`config.mk`:
```
export PLATFORM = sky130hd
export DESIGN_NAME = pa2_match_fsm
export DESIGN_NICKNAME = d
export VERILOG_FILES = /design/src/rtl/pa2_pkg.sv /design/src/rtl/pa2_match_fsm.sv
export SDC_FILE = /design/constraint.sdc
export NUM_CORES = 1
export LEC_CHECK = 0
export ABC_AREA = 1
export CORE_UTILIZATION = 43
export CTS_CLUSTER_DIAMETER = 200
export CTS_CLUSTER_SIZE = 25
export DETAILED_ROUTE_END_ITERATION = 8
export GPL_ROUTABILITY_DRIVEN = 0
export PLACE_DENSITY = 0.87
export SETUP_SLACK_MARGIN = 0.5
export SLEW_MARGIN = 25
export SYNTH_ARGS = -nofsm -noshare
export SYNTH_HDL_FRONTEND = slang
export SYNTH_SLANG_ARGS = --single-unit
```
`constraint.sdc`:
```
create_clock -name clock -period 1.9 [get_ports clock]
set_clock_uncertainty 0.15 [all_clocks]
set_input_delay 0.38 -clock clock [delete_from_list [all_inputs] [get_ports clock]]
set_output_delay 0.38 -clock clock [all_outputs]
set_load 0.005 [all_outputs]
```
`src/rtl/pa2_pkg.sv`:
```
// Shared definitions for the pa2 sequence-match counter: state encoding and default width.
package pa2_pkg;

   localparam int unsigned W_DEFAULT = 4;

   typedef enum logic [1:0] {
      IDLE  = 2'b00,
      COUNT = 2'b01,
      HIT   = 2'b10
   } state_t;

endpackage

```
`src/rtl/pa2_match_fsm.sv`:
```
// Sequence-match counter: counts seq==num while a sequence is presented, then
// replays the match count as a burst of hit cycles before returning to idle.
module pa2_match_fsm
   import pa2_pkg::*;
#(
   parameter int unsigned W = W_DEFAULT
) (
   input  logic         clock,
   input  logic         reset,
   input  logic         valid,
   input  logic [W-1:0] num,
   input  logic [W-1:0] seq,
   output logic [1:0]   state,
   output logic [1:0]   n_state,
   output logic [W-1:0] cnt,
   output logic [W-1:0] n_cnt,
   output logic         hit
);

   localparam logic [W-1:0] CNT_MAX = {W{1'b1}};

   state_t       st_q;
   state_t       st_n;
   logic [W-1:0] cnt_q;
   logic [W-1:0] cnt_n;
   logic         hit_q;

   // State, counter and the registered Moore hit flag
   always_ff @(posedge clock or negedge reset) begin
      if (!reset) begin
         st_q  <= IDLE;
         cnt_q <= '0;
         hit_q <= 1'b0;
      end else begin
         st_q  <= st_n;
         cnt_q <= cnt_n;
         hit_q <= (st_n == HIT);
      end
   end

   // Next-state and next-count; the encoding 2'b11 falls into default and recovers to IDLE
   always_comb begin
      st_n  = IDLE;
      cnt_n = '0;
      unique case (st_q)
         IDLE: begin
            if (valid) st_n = COUNT;
         end
         COUNT: begin
            // the element on the exit edge is still compared, independent of valid
            if ((seq == num) && (cnt_q != CNT_MAX)) cnt_n = cnt_q + W'(1);
            else                                    cnt_n = cnt_q;
            if (valid)              st_n = COUNT;
            else if (cnt_n != '0)   st_n = HIT;
            else                    st_n = IDLE;
         end
         HIT: begin
            cnt_n = cnt_q - W'(1);
            st_n  = (cnt_q == W'(1)) ? IDLE : HIT;
         end
         default: begin
            st_n  = IDLE;
            cnt_n = '0;
         end
      endcase
   end

   assign state   = st_q;
   assign n_state = st_n;
   assign cnt     = cnt_q;
   assign n_cnt   = cnt_n;
   assign hit     = hit_q;

endmodule

```
==> summary.md, run 1 <==
| Metric | Value |
|---|---|
| Status | `did not finish` |
| Halt Stage | `global routing` |
| Stop Error | `[ERROR DPL-0038] Utilization greater than 100%, impossible to legalize` |
| Seq cells post-synth | `7` |
| Largest net degree at the start of global routing | `8` |
| CTS H-Tree Depth | `1` |
| Cell taking the most area after synthesis | `dfrtp_1` |
| Most frequent cell after synthesis | `nand2_1` |
| Height of the die | `~41 microns` |
| Top Ports | `24` |
| Async SR Flop Fraction | `100%` |
| Post-synth top area share | `26.4%` |
| Number of synthesized flops with an enable pin | `0` |
| Pre-CTS WS | `-0.944 ns` |
| Post-GRT worst EP | `n_state[1]` |
| Clock Sinks | `7` |
| Most used DFF post-synth | `dfrtp_1` |
| Port Buffers | `23` |
| CTS Buf Count | `3` |
| Die width | `41.3 microns` |
| Dpl cells | `around 150` |
| Root buf cell | `clkbuf_4` |
| Syn_area_per_cell | `a little over 7 sq um` |
| Commonest cells in the netlist | `nand2_1, inv_1, dfrtp_1, ha_1, nor2_1` |
| Cell count after synthesis | `93` |
| Syn Std Cell Area | `664 sq um` |
| WEP type | `top-level output` |
| Dpl hpwl | `1500 microns` |
| Initial core utilization | `between 40 and 50%` |
| Synth unique cells | `17` |
| Syn nets | `111` |
| Top post-synthesis cells by area | `dfrtp_1, nand2_1, ha_1, inv_1, nor2_8` |
| Clock tree buffer depth | `2` |
| FP Rows | `13` |
| Yosys Warn Count | `0` |
| Register area share after synthesis | `26.4%` |
logic make-up after synthesis:
kind of cell	synth area share, %
AND/OR/NAND/NOR	39.2
buffers and inverters	11.9
AO/OA/AOI/OAI	6.78
adder cells (fa/ha/maj)	13.2
flip-flops	26.4
XOR/XNOR	2.64
stage by stage:
stage	utilization [%]	cell area, sq um	setup TNS, ns
floorplan	-	727	0
global placement	78.8	1080	-4.22
detailed placement	78.8	1080	-4.77
CTS	94.2	1290	-1.68
repair_timing:
action,in CTS
resized for setup,89
pin swaps,31
hold buffers,0
endpoints found under the setup margin,19
buffers inserted,19
endpoints found under the hold margin,0
==> run 2, diff against run 1 <==
--- a/config.mk
+++ b/config.mk
@@ -6,13 +6,11 @@
 export NUM_CORES = 1
 export LEC_CHECK = 0
 export ABC_AREA = 1
-export CORE_UTILIZATION = 43
-export CTS_CLUSTER_DIAMETER = 200
-export CTS_CLUSTER_SIZE = 25
+export CORE_AREA = 2 2 63 65
 export DETAILED_ROUTE_END_ITERATION = 8
+export DIE_AREA = 0 0 65 67
 export GPL_ROUTABILITY_DRIVEN = 0
-export PLACE_DENSITY = 0.87
-export SETUP_SLACK_MARGIN = 0.5
+export PLACE_DENSITY_LB_ADDON = 0.15
 export SLEW_MARGIN = 25
 export SYNTH_ARGS = -nofsm -noshare
 export SYNTH_HDL_FRONTEND = slang
==> run 2 against run 1 <==
The flow now finishes, with violations (setup timing). Synthesized cell count stayed put. Area after synthesis unchanged.
==> summary.md, run 2 <==
| Metric | Value |
|---|---|
| Final setup fails | `5` |
| Port Buffers | `23 (unchanged)` |
| Clock transition at the registers of the reported paths | `0.04 ns` |
| FMAX | `between 0.4 and 0.5 GHz` |
| WL met3 | `132 microns` |
| Fin. Hold Viols | `0` |
| Most used DFF post-synth | `dfrtp_1 (unchanged)` |
| Number of flip-flops in the largest register | `4` |
| First-pass GRT wire length | `3280 microns` |
| Critical path arrival | `about 1.7 ns` |
| Wire length on met2 | `984 microns` |
| Clk pwr share | `15.8%` |
| Syn Std Cell Area | `664 sq um (unchanged)` |
| Max VDD drop | `about 740 uV` |
| Clock Sinks | `7 (unchanged)` |
| CTS Buf Count | `3 (unchanged)` |
| Commonest cells in the netlist | `nand2_1, inv_1, dfrtp_1, ha_1, nor2_1 (unchanged)` |
| Initial core utilization | `18.4% (was 48.6%)` |
| Initial antenna violation count | `0` |
| Cell taking the most area after synthesis | `dfrtp_1 (unchanged)` |
| Pwr dens | `1090 nW/um^2` |
| Cell count after synthesis | `93 (unchanged)` |
| Total net switching power | `536 uW` |
| Dpl hpwl | `1440 microns (was 1500 microns)` |
| Pre-antenna DRT Iters | `4` |
| Buf/Inv on CP | `2` |
| Comb pwr share | `65.2%` |
| Post-synth top area share | `26.4% (unchanged)` |
| Critical Path Max Stage Delay | `approximately 0.44 ns` |
| Wire per inst | `10.2 microns` |
| CP top delay family | `simple AND/OR/NAND/NOR gates` |
| Total power | `1.32 mW` |
| Syn nets | `111 (unchanged)` |
| Total grt overflow | `0` |
| Clock tree buffer depth | `2 (unchanged)` |
| Number of synthesized flops with an enable pin | `0 (unchanged)` |
| Status | `complete, but fails checks (was did not finish)` |
| MaxCap Viol Count | `0` |
| Root buf cell | `clkbuf_8 (was clkbuf_4)` |
| Most frequent cell after synthesis | `nand2_1 (unchanged)` |
| Max-slew violation count | `0` |
| Largest net degree at the start of global routing | `8` |
| # DRC | `0` |
| Vias in the first global route | `~770` |
| Syn_area_per_cell | `7.14 sq um (unchanged)` |
| Layout area overhead | `83.1%` |
| Fillcell total | `~400` |
| Crit path cell chain | `ha_4, nand3_4, nand3_4, nand2_1, nand2_1, nor2_1, nand2_1, nand2_2, nand2_2, nand2_2, inv_2, buf_6` |
| Top post-synthesis cells by area | `dfrtp_1, nand2_1, ha_1, inv_1, nor2_8 (unchanged)` |
| Clk Latency, worst-skew pair | `0.23 ns` |
| # diodes | `0` |
| Share of cells above drive strength 1 | `44.1%` |
| Core Region | `3610 sq um` |
| Seq cells post-synth | `7 (unchanged)` |
| Top Ports | `24 (unchanged)` |
| Most common cell after layout, fill and taps aside | `nand2_1` |
| Violations in the final reports | `setup timing` |
| Die width | `65 microns (was 41.3 microns)` |
| M1 WL | `about 750 microns` |
| Post-route ant nets | `0` |
| Post-route cell area | `1220 sq um` |
| Hold Path Class | `primary input to async pin` |
| Placed Area | `1050 sq um (was 1080 sq um)` |
| Share of power burned in registers | `19.0%` |
| Top sig layer | `met4` |
| Critical Path Fanout Max | `5` |
| CTS tree | `yes` |
| Async SR Flop Fraction | `100% (unchanged)` |
| Die Area | `~4400 sq um` |
| RSZ-0062 raised after global routing | `true` |
| Final period util | `118%` |
| P_int | `785 uW` |
| Sw frac | `between 40% and 50%` |
| CTS H-Tree Depth | `1 (unchanged)` |
| Layout Nets | `155` |
| FP Rows | `22 (was 13)` |
| Height of the die | `67 microns (was 41.3 microns)` |
| Crit path capture type | `output port` |
| Least-Margin Pin Slew | `0.320 ns` |
| Setup WS post-layout | `-0.333 ns` |
| Yosys Warn Count | `0 (unchanged)` |
| Worst EP required | `1.37 ns` |
| CP max-delay cell | `dfrtp_2` |
| Setup crit start kind | `flop` |
| Synth unique cells | `17 (unchanged)` |
| DR vias/cell | `3.97` |
| Worst Setup Path Type | `flop to output port` |
| Leakage | `0.588 nW` |
| Rel. slew slack | `about four fifths` |
| Drt initial violations | `13` |
| DRT Wirelength | `1880 microns` |
| Vias | `731` |
| Final worst path period need | `2.23 ns` |
| Most frequent cells in the layout | `nand2_1, inv_1, buf_4` |
| Register area share after synthesis | `26.4% (unchanged)` |
| GRT Overall Usage | `about 10%` |
==> run 2: path summary, 6_finish.rpt <==
kind                            startpoint         end  slack (ns)  cells past startpoint
worst max register to register      cnt[0]    state[1]        0.15                     12
min in group clock                  num[1]      cnt[0]        0.65                      8
worst min register to register    state[1]      cnt[0]        0.67                      4
worst max-delay path                cnt[0]  n_state[1]       -0.33                     12
worst min-delay path                 reset      cnt[3]        0.27                      1
max in group asynchronous            reset      cnt[2]        1.08                      1
==> run 2: power groups by stage <==
stage                     Sequential [mW]  Clock (mW)  Combinational, mW
final                               0.251       0.209              0.861
after global routing                0.261       0.232              0.958
after CTS                           0.246       0.214              0.792
after detailed placement            0.237           0              0.710
after global placement              0.240           0              0.712
after floorplan                     0.246           0              0.304
==> run 2: area by class of cell <==
| class | instances | area (sq um) | area share (%) |
|---|---|---|---|
| well taps | 48 | 60.1 | 4.94 |
| clock buffers | 4 | 45.0 | 3.70 |
| inverters | 18 | 67.6 | 5.56 |
| repair buffers | 40 | 340 | 28.0 |
| multi-input cells | 67 | 524 | 43.1 |
| flip-flops and latches | 7 | 179 | 14.7 |
==> run 2: stage by stage <==
step | instances | utilization (%) | setup TNS (ns) | hold slack [ns] | setup WS, ns
floorplan | 93 | - | 0 | -0.0656 | 0.0424
global placement | 177 | 29.1 | -4.92 | 0.503 | -0.875
detailed placement | 177 | 29.1 | -5.22 | 0.521 | -0.911
CTS | 183 | 32.2 | -1.47 | 0.282 | -0.349
global route | 184 | 33.7 | -1.94 | 0.300 | -0.430
finish | 184 | 33.7 | -1.45 | 0.265 | -0.333
==> run 2: what timing repair did <==
item,CTS,global route
setup endpoints to repair,6,7
hold buffers,0,0
pin swaps,24,18
gates resized for setup,47,21
setup buffers,3,1
==> run 2: cell families (layout without fill, tap and decap cells) <==
group	after synthesis	after routing	share of synthesized area (%)
flip-flops	7	7	26.4
buffers and inverters	19	62	11.9
AO/OA/AOI/OAI	9	9	6.78
AND/OR/NAND/NOR	49	49	39.2
XOR/XNOR	2	2	2.64
adder cells (fa/ha/maj)	7	7	13.2
==> run 2: metal layers <==
metal / vias up / global-route usage (%)
met4: 0 / 1.33
met2: 25 / 19.2
li1: 367 / -
met3: 2 / 3.72
met5: - / 0
met1: 337 / 10.2
Power figures use the tool's default switching activity.
==> run 3, diff against run 2 <==
--- a/config.mk
+++ b/config.mk
@@ -6,7 +6,10 @@
 export NUM_CORES = 1
 export LEC_CHECK = 0
 export ABC_AREA = 1
+export CELL_PAD_IN_SITES_DETAIL_PLACEMENT = 1
+export CELL_PAD_IN_SITES_GLOBAL_PLACEMENT = 1
 export CORE_AREA = 2 2 63 65
+export CTS_CLUSTER_DIAMETER = 120
 export DETAILED_ROUTE_END_ITERATION = 8
 export DIE_AREA = 0 0 65 67
 export GPL_ROUTABILITY_DRIVEN = 0
==> run 3 against run 2 <==
Power increased by 14%. Core utilization increased by 2.8 points. Routed wire length increased by 23%. Clock power barely moved. Cell area grew 8.2%. Largest power group unchanged. Setup slack got worse by 0.032 ns. Critical endpoint unchanged. Non-clock buffer count up 15. The flow still finishes with violations (setup timing). First-iteration DRC count is the same.
==> summary.md, run 3 (synthesis results as in run 2) <==
| Metric | Value |
|---|---|
| DR vias/cell | `3.89 (was 3.97)` |
| Wire per inst | `11.6 microns (was 10.2 microns)` |
| Pwr dens | `1140 nW/um^2 (was 1090 nW/um^2)` |
| GR Util met2 | `21.1% (was 19.2%)` |
| Root buf cell | `clkbuf_8 (unchanged)` |
| Buf/Inv on CP | `2 (unchanged)` |
| DRT Wirelength | `2310 microns (was 1880 microns)` |
| Critical Path Max Stage Delay | `0.45 ns (was 0.44 ns)` |
| MaxCap Viol Count | `0 (unchanged)` |
| Most frequent cells in the layout | `buf_4, nand2_1, inv_1 (was nand2_1, inv_1, buf_4)` |
| # diodes | `0 (unchanged)` |
| # DRC | `0 (unchanged)` |
| Utilization after layout | `36.5% (was 33.7%)` |
| Status | `complete, but fails checks (unchanged)` |
| Clk Latency, worst-skew pair | `0.23 ns (about the same)` |
| Post-route cell area | `1320 sq um (was 1220 sq um)` |
| CTS tree | `yes (unchanged)` |
| Post-route ant nets | `0 (unchanged)` |
| Vias in the first global route | `836 (was 767)` |
| Core Region | `3610 sq um (unchanged)` |
| Initial core utilization | `18.4% (unchanged)` |
| Rel. slew slack | `79.3% (was 78.6%)` |
| Grt peak-use layer | `met2 (unchanged)` |
| Clock transition at the registers of the reported paths | `0.04 ns (about the same)` |
| Final setup fails | `5 (unchanged)` |
| FP Rows | `22 (unchanged)` |
| Clock Sinks | `7 (unchanged)` |
| Fin. Hold Viols | `0 (unchanged)` |
| FMAX | `0.441 GHz (was 0.448 GHz)` |
| Max VDD drop | `589 uV (was 737 uV)` |
| Vias | `774 (was 731)` |
| Die width | `65 microns (unchanged)` |
| Share of cells above drive strength 1 | `53.6% (was 44.1%)` |
| Top Ports | `24 (unchanged)` |
| Final period util | `119% (was 118%)` |
| Worst R2R Start | `state[0] (was cnt[0])` |
| Most common cell after layout, fill and taps aside | `buf_4 (was nand2_1)` |
| Layout Nets | `170 (was 155)` |
| Placed Area | `1040 sq um (was 1050 sq um)` |
| CP max-delay cell | `dfrtp_2 (unchanged)` |
| Die Area | `4360 sq um (unchanged)` |
| Setup WS post-layout | `-0.365 ns (was -0.333 ns)` |
| Pre-antenna DRT Iters | `4 (unchanged)` |
| Leakage | `0.676 nW (was 0.588 nW)` |
| CTS Buf Count | `3 (unchanged)` |
| Layout area overhead | `98.1% (was 83.1%)` |
| Setup crit start kind | `flop (unchanged)` |
| Dpl hpwl | `1630 microns (was 1440 microns)` |
| Hold buffers post-CTS | `0 (unchanged)` |
| GR Layer Usage met3 | `2.03% (was 3.72%)` |
| Initial antenna violation count | `0 (unchanged)` |
| Largest net degree at the start of global routing | `8 (unchanged)` |
| Clock tree buffer depth | `2 (unchanged)` |
| Final worst path period need | `2.27 ns (was 2.23 ns)` |
| GR Util met1 | `11.4% (was 10.2%)` |
| Critical path arrival | `1.74 ns (was 1.70 ns)` |
| GRT Overall Usage | `10.6% (was 9.86%)` |
| Max-slew violation count | `0 (unchanged)` |
| Final hold slack | `0.258 ns (was 0.265 ns)` |
| Critical Path Fanout Max | `5 (unchanged)` |
| Port Buffers | `23 (unchanged)` |
| RSZ-0062 raised after global routing | `true (unchanged)` |
| First-pass GRT wire length | `3570 microns (was 3280 microns)` |
| Crit path capture type | `output port (unchanged)` |
| CP top delay family | `simple AND/OR/NAND/NOR gates (unchanged)` |
| Violations in the final reports | `setup timing (unchanged)` |
| Least-Margin Pin Slew | `0.309 ns (was 0.320 ns)` |
| CTS H-Tree Depth | `1 (unchanged)` |
| Crit path cell chain | `ha_4, nand3_4, nand3_4, nand2_2, nand2_2, nor2_1, nand2_1, nand2_1, nand2_1, nand2_2, inv_2, buf_6 (was ha_4, nand3_4, nand3_4, nand2_1, nand2_1, nor2_1, nand2_1, nand2_2, nand2_2, nand2_2, inv_2, buf_6)` |
| Worst Setup Path Type | `flop to output port (unchanged)` |
| Height of the die | `67 microns (unchanged)` |
| Drt initial violations | `13 (unchanged)` |
| Hold Path Class | `primary input to async pin (unchanged)` |
| CP Launch Point | `cnt[0] (unchanged)` |
| Worst EP required | `1.37 ns (about the same)` |
| Number of flip-flops in the largest register | `4 (unchanged)` |
| Total grt overflow | `0 (unchanged)` |
| Setup slack, reg-to-reg | `0.03 ns (was 0.15 ns)` |
## run 3: changes by cell type in the layout (fill, tap and decap cells not counted), moves of 2 or more
cell / change
buf_2: +2
buf_4: +11
buf_6: +4
clkbuf_2: +3
clkdlybuf4s15_1: -2
dlygate4sd2_1: -2
## run 3: per-layer routing
layer / vias to the layer above / wire length, microns
li1: 400 / -
met5: - / 0
met1: 358 / 887
met2: 14 / 1320
met3: 2 / 82
met4: 0 / 19
## run 3: final timing paths
check	depth (start not counted)	endpoint
worst max register to register	11	hit
worst max-delay path	12	n_state[1]
worst min register to register	3	cnt[0]
min in group clock	3	cnt[0]
worst min-delay path	1	cnt[3]
max in group asynchronous	1	cnt[0]
## run 3: where the power goes
part           total [mW]  leakage (nW)  internal [mW]  switching [mW]
Clock               0.210        0.0228          0.145          0.0648
Sequential          0.256        0.0905          0.200          0.0560
Combinational        1.04         0.563          0.563           0.478
## run 3: through the flow
step                power [mW]  setup TNS [ns]  setup WS [ns]  cells
global route              1.63           -1.99         -0.466    199
CTS                       1.37           -1.47         -0.366    194
global placement         0.962           -4.82         -0.888    176
floorplan                0.550               0         0.0424     93
finish                    1.51           -1.47         -0.365    199
detailed placement       0.963           -5.08         -0.930    176
## run 3: what timing repair did
action,in CTS,in global routing
gates resized for setup,57,25
pin swaps,26,29
buffers inserted,14,5
endpoints found under the setup margin,6,7
## run 3: area by class of cell
class,instances,area [sq um]
clock buffer,4,45.0
fill,447,2290
inverter,18,67.6
multi-input combinational,67,520
sequential,7,179
tap,48,60.1
timing repair buffer,55,444
